**config.mk**
```make
export PLATFORM = sky130hd
export DESIGN_NAME = nrz_bit_tx
export DESIGN_NICKNAME = d
export VERILOG_FILES = /design/src/rtl/nrz_bit_tx.sv
export SDC_FILE = /design/constraint.sdc
export NUM_CORES = 1
export LEC_CHECK = 0
export CAP_MARGIN = 20
export CORE_MARGIN = 2
export CORE_UTILIZATION = 52
export DETAILED_ROUTE_END_ITERATION = 7
export GPL_ROUTABILITY_DRIVEN = 0
export GPL_TIMING_DRIVEN = 0
export PLACE_DENSITY = 0.77
export SYNTH_ARGS = -nofsm -noshare
export SYNTH_HDL_FRONTEND = slang
export SYNTH_SLANG_ARGS = --single-unit
export TNS_END_PERCENT = 1
```
**constraint.sdc**
```tcl
create_clock -name clk_200M -period 3.2 [get_ports clk_200M]
set_input_delay 0.64 -clock clk_200M [delete_from_list [all_inputs] [get_ports clk_200M]]
set_output_delay 0.64 -clock clk_200M [all_outputs]
set_load 0.02 [all_outputs]
```
**src/rtl/nrz_bit_tx.sv**
```systemverilog
// nrz_bit_tx: NRZ serializer with programmable bit period and valid/ready input.
// Optional PRBS7 source compiled in with `PRBS7_EN.
module nrz_bit_tx #(
  parameter int DIV_W      = 16,
  parameter int DATA_W     = 8,
  parameter int MIN_PERIOD = 4
) (
  input  logic              clk_200M,
  input  logic              rst,
  input  logic [DIV_W-1:0]  bit_period,
  input  logic [DATA_W-1:0] tx_data,
  input  logic              tx_valid,
  output logic              tx_ready,
  input  logic              msb_first,
  input  logic              prbs_mode,
  output logic              signal,
  output logic              bit_strobe,
  output logic              busy,
  output logic              underrun
);

  localparam int IW = (DATA_W > 1) ? $clog2(DATA_W) : 1;
  localparam logic [DIV_W-1:0] PMIN = DIV_W'(MIN_PERIOD);
  localparam logic [IW-1:0] LAST_IDX = IW'(DATA_W - 1);

  typedef enum logic {IDLE, SHIFT} state_t;

  state_t            state_q, state_d;
  logic [DIV_W-1:0]  cnt_q, cnt_d;
  logic [DIV_W-1:0]  per_q, per_d;
  logic [IW-1:0]     idx_q, idx_d;
  logic [DATA_W-1:0] sr_q, sr_d;
  logic              msb_q, msb_d;
  logic              signal_q, signal_d;
  logic              strobe_q, strobe_d;
  logic              busy_q, busy_d;
  logic              undr_q, undr_d;

  logic [DIV_W-1:0]  per_eff;
  logic              bit_end, word_end, at_bound;
  logic              prbs_go, prbs_word, rdy, accept;

`ifdef PRBS7_EN
  logic [6:0] lfsr_q, lfsr_d;
  logic       prbs_q, prbs_d;

  assign prbs_go   = at_bound && prbs_mode;
  assign prbs_word = prbs_q;
`else
  logic unused_prbs;

  assign unused_prbs = prbs_mode;
  assign prbs_go     = 1'b0;
  assign prbs_word   = 1'b0;
`endif

  assign per_eff  = (bit_period < PMIN) ? PMIN : bit_period;
  assign bit_end  = (state_q == SHIFT) &&
                    (cnt_q == per_q - DIV_W'(1));
  assign word_end = bit_end && (idx_q == LAST_IDX);
  assign at_bound = (state_q == IDLE) || word_end;
  assign rdy      = at_bound && !prbs_go;
  assign accept   = rdy && tx_valid;
  assign tx_ready = rdy && !rst;

  // Next-state: word load, bit advance, word end / underrun
  always_comb begin
    state_d  = state_q;
    cnt_d    = cnt_q;
    per_d    = per_q;
    idx_d    = idx_q;
    sr_d     = sr_q;
    msb_d    = msb_q;
    signal_d = signal_q;
    strobe_d = 1'b0;
    busy_d   = busy_q;
    undr_d   = 1'b0;
`ifdef PRBS7_EN
    lfsr_d   = lfsr_q;
    prbs_d   = prbs_q;
`endif
    if (prbs_go) begin
      state_d  = SHIFT;
      cnt_d    = '0;
      idx_d    = '0;
      per_d    = per_eff;
      strobe_d = 1'b1;
      busy_d   = 1'b1;
`ifdef PRBS7_EN
      signal_d = lfsr_q[6];
      lfsr_d   = {lfsr_q[5:0], lfsr_q[6] ^ lfsr_q[5]};
      prbs_d   = 1'b1;
`endif
    end else if (accept) begin
      state_d  = SHIFT;
      cnt_d    = '0;
      idx_d    = '0;
      per_d    = per_eff;
      msb_d    = msb_first;
      strobe_d = 1'b1;
      busy_d   = 1'b1;
      if (msb_first) begin
        signal_d = tx_data[DATA_W-1];
        sr_d     = tx_data << 1;
      end else begin
        signal_d = tx_data[0];
        sr_d     = tx_data >> 1;
      end
`ifdef PRBS7_EN
      prbs_d   = 1'b0;
`endif
    end else if (word_end) begin
      state_d  = IDLE;
      cnt_d    = '0;
      idx_d    = '0;
      busy_d   = 1'b0;
      undr_d   = !prbs_word;
`ifdef PRBS7_EN
      prbs_d   = 1'b0;
`endif
    end else if (bit_end) begin
      cnt_d    = '0;
      idx_d    = idx_q + IW'(1);
      strobe_d = 1'b1;
`ifdef PRBS7_EN
      if (prbs_q) begin
        signal_d = lfsr_q[6];
        lfsr_d   = {lfsr_q[5:0], lfsr_q[6] ^ lfsr_q[5]};
      end else
`endif
      if (msb_q) begin
        signal_d = sr_q[DATA_W-1];
        sr_d     = sr_q << 1;
      end else begin
        signal_d = sr_q[0];
        sr_d     = sr_q >> 1;
      end
    end else if (state_q == SHIFT) begin
      cnt_d    = cnt_q + DIV_W'(1);
    end
  end

  // State and registered outputs, async clear
  always_ff @(posedge clk_200M or posedge rst) begin
    if (rst) begin
      state_q  <= IDLE;
      cnt_q    <= '0;
      per_q    <= PMIN;
      idx_q    <= '0;
      sr_q     <= '0;
      msb_q    <= 1'b0;
      signal_q <= 1'b0;
      strobe_q <= 1'b0;
      busy_q   <= 1'b0;
      undr_q   <= 1'b0;
`ifdef PRBS7_EN
      lfsr_q   <= 7'h7F;
      prbs_q   <= 1'b0;
`endif
    end else begin
      state_q  <= state_d;
      cnt_q    <= cnt_d;
      per_q    <= per_d;
      idx_q    <= idx_d;
      sr_q     <= sr_d;
      msb_q    <= msb_d;
      signal_q <= signal_d;
      strobe_q <= strobe_d;
      busy_q   <= busy_d;
      undr_q   <= undr_d;
`ifdef PRBS7_EN
      lfsr_q   <= lfsr_d;
      prbs_q   <= prbs_d;
`endif
    end
  end

  assign signal     = signal_q;
  assign bit_strobe = strobe_q;
  assign busy       = busy_q;
  assign underrun   = undr_q;

endmodule
```
==> flow_summary.ini <==
[setup_path]
cp_data_required_time_ps = 2560
startpoint = per_q[0]
cpPeakStageDelay_ps = 500
rr_startpoint = per_q[0]
critPathArrivalTime_ps = 2910
cp_num_cells = 10
timing.rr.end = per_q[3]
cpLargestDelayFamily = simple AND/OR/NAND/NOR gates
crit_end = tx_ready
worstSetupEndpointType = primary output
rrSetupSlack_ps = -150
cp-start-kind = register
critPathBufInv = 2
worstPathMaxFanout = 4
crit_chain = inv_2 -> ha_4 -> or4b_4 -> or3_4 -> a211oi_2 -> and4_4 -> nand4_4 -> o21ai_2 -> and2_4 -> buf_6
critical_path_class = reg2out
crit_slowest_cell = or4b_4
reg2reg_depth = 11

[timing]
fin_tns_setup_ps = -1860
worstMarginPinSlew_ps = 705
drv_slew = 0
setup_viol = 27
min_period_over_period = 1.11
clock.fmax_mhz = 282
timing.final.ws_setup_ps = -351
skew_ps = 11.8
rsz0062_at_grt = yes
relSlewSlack = 0.523
hold_viol = 0
period_needed_ps = 3550

[pwr]
clkPwrFrac = 0.200
swShare = 0.372
p_per_area_nw_per_um2 = 592
seq_power_share = 0.413
p_int_mw = 1.42
combPwrFrac = 0.387
p_switching_uw = 843
vdd_drop_max_mv = 0.317
p_leak_nw = 1.63

[outcome]
outcome = finished with violations
violations = setup timing

[layout]
syn_to_final_growth_pct = 20.4
seqCellArea_sq_um = 1200
diodes = 0
fillers = 491
final_cells = 462
multi_input_area_sq_um = 1900
drive_above_1_share = 0.199
final_nets = 419

[synthesis]
synth_cell_type_count = 55
async_flop_share = 1.00
synth_edf_count = 0
synth_seq_cells = 48
yosysWarnings = 0
synthCells = 338
avgSynthCellArea_sq_um = 9.41
syn_nets = 371
synthFlopType = dfrtp_1
syn_area_sq_um = 3180
yosysSeqAreaShare = 0.378

[clock_tree]
cts_sinks = 48
cts_tree = built
cts.clk_slew.worst_paths_ps = 90
hold_buffers = 0
clkLatencyLatePin_ps = 310
cts_inserted_buffers = 5
root_buffer = clkbuf_8
clockBufferDepth = 2
htreeDepth = 2

[floorplanning]
die_h_um = 82.2
die_area_sq_um = 6760
chipWidth_um = 82.2
rows = 28
io_pins = 34
start_util = 0.537
core_region_area_sq_um = 5920

[grt]
grt_pass1_vias = 2630
groute.usage.overall = 0.252
grt_max_degree = 28
grt_first_pass_wirelength_mm = 13.0
grt-ovfl-total = 0
antenna_found_initial = 0

[routing]
routed_via_density = 6.08
drt_iter0_drc = 222
wirelength_mm = 8.09
wl_per_cell_um = 17.5
drc = 0
first_pass_iters = 5
ant_nets = 0
vias = 2811

[min_path]
hold_class = reg2reg

[placement]
place_inst = 444
hpwl_mm = 5.69
numPortBuffers = 30

[run]
maxCapViolCount = 0
[tightest hold or removal path, stage by stage, from the launching register on]
cell     delay [ps]
dfrtp_1         390
nand2_1          60
a21oi_1          50
[flip-flops by register name, indices dropped and copies added (netlist names)]
register / count
idx_q: 3
per_q: 16
bit_strobe: 1
sr_q: 8
underrun: 1
busy: 1
cnt_q: 16
signal: 1
msb_q: 1
[placed cells by master (no fill, tap or decap), types with 3 or more instances in the layout]
| master | synthesis | routed |
|---|---|---|
| or2_2 | 3 | 3 |
| a21oi_1 | 11 | 11 |
| dfrtp_1 | 47 | 46 |
| mux2_2 | 22 | 22 |
| inv_1 | 6 | 3 |
| clkbuf_8 | 0 | 5 |
| o31ai_1 | 3 | 3 |
| clkdlybuf4s50_1 | 0 | 29 |
| inv_2 | 0 | 3 |
| nor2_1 | 33 | 33 |
| mux2i_1 | 3 | 3 |
| nor3_1 | 6 | 5 |
| or4_1 | 3 | 3 |
| a32o_1 | 3 | 3 |
| nor4_1 | 7 | 6 |
| clkbuf_1 | 13 | 12 |
| nand3_1 | 17 | 17 |
| buf_4 | 0 | 11 |
| o21ai_0 | 11 | 10 |
| mux2_4 | 7 | 7 |
| xor2_1 | 21 | 21 |
| nand2_1 | 35 | 35 |
| xnor2_1 | 11 | 11 |
| and3_1 | 8 | 8 |
| nand2b_1 | 3 | 3 |
| nor2b_1 | 3 | 3 |
| o211ai_1 | 7 | 7 |
| nand4_1 | 10 | 10 |
| and2_1 | 4 | 3 |
| ha_1 | 4 | 3 |
[power groups by stage]
stage               Sequential, mW  Clock (mW)  Combinational, mW
floorplan                    0.892           0              0.643
global placement             0.928           0              0.801
detailed placement           0.936           0              0.830
CTS                          0.929       0.466              0.857
global route                 0.958       0.493              0.969
finish                       0.936       0.453              0.877
[kinds of logic (layout without fill, tap and decap cells)]
kind of cell,after synthesis,in the layout,synth area share
compound gates,54,54,0.126
xor+xnor,32,32,0.0881
fa+ha+maj,4,4,0.0157
buf+inv,24,73,0.0366
flops,48,48,0.378
mux,32,32,0.120
simple gates,144,144,0.235
[through the flow]
stage          setup WS [ps]  hold WS (ps)  power [mW]  utilization  cell area [sq um]
4_1_cts                 -299           540        2.25        0.642               3800
3_3_place_gp            -868           514        1.73        0.605               3580
5_1_grt                 -392           568        2.42        0.647               3830
3_5_place_dp            -779           518        1.77        0.609               3600
6_report                -351           534        2.27        0.647               3830
2_1_floorplan           14.8           493        1.53            -               3190
[per-layer routing]
layer	vias up	routed length [um]	track usage
li1	1321	-	-
met2	128	3700	0.395
met5	-	0	0
met4	0	79	0.0550
met3	9	556	0.0500
met1	1353	3750	0.360
[area by class of cell]
type                    count  area share
plain buffers              17      0.0235
clock buffers               5      0.0180
clock inverters             3      0.0111
inverters                   6     0.00588
multi-input cells         266       0.497
flip-flops and latches     48       0.314
well taps                  75      0.0245
repair buffers             42       0.106
[worst min path at each step]
| stage | from | end | slack, ps | cells after the start |
|---|---|---|---|---|
| after floorplan | idx_q[1] | idx_q[1] | 490 | 2 |
| after global placement | idx_q[1] | idx_q[1] | 510 | 2 |
| after detailed placement | per_q[15] | per_q[15] | 520 | 1 |
| after CTS | idx_q[2] | idx_q[2] | 540 | 2 |
| after global routing | idx_q[2] | idx_q[2] | 570 | 2 |
| final | idx_q[2] | idx_q[2] | 530 | 2 |
[cell usage after synthesis (2+ instances only)]
cell type / n / area, sq um
buf_2: 2 / 10.0
o21ai_0: 11 / 55.1
nor2_1: 33 / 124
dfrtp_1: 47 / 1180
nand4_1: 10 / 62.6
or3_1: 3 / 18.8
o311ai_0: 2 / 17.5
o2bb2ai_1: 2 / 17.5
ha_1: 4 / 50.1
mux2_4: 7 / 105
xor2_1: 21 / 184
nor3_1: 6 / 30.0
mux2_2: 22 / 248
nand2b_1: 3 / 18.8
o31ai_1: 3 / 22.5
and3_1: 8 / 50.1
a21oi_1: 11 / 55.1
or4_1: 3 / 22.5
and4b_1: 2 / 20.0
xnor2_1: 11 / 96.3
nor2b_1: 3 / 18.8
or2_2: 3 / 18.8
and2_1: 4 / 25.0
mux2i_1: 3 / 30.0
nor4_1: 7 / 43.8
clkbuf_1: 13 / 48.8
nand3_1: 17 / 85.1
nand2_1: 35 / 131
inv_1: 6 / 22.5
and4_1: 2 / 17.5
a211oi_1: 2 / 15.0
o211ai_1: 7 / 52.6
a32o_1: 3 / 30.0
[repair_timing]
action                     CTS  global route
resized for setup           13             4
pin swaps                    9             5
setup buffers                8             3
setup endpoints to repair   41            40
(Power assumes the default switching activity.)
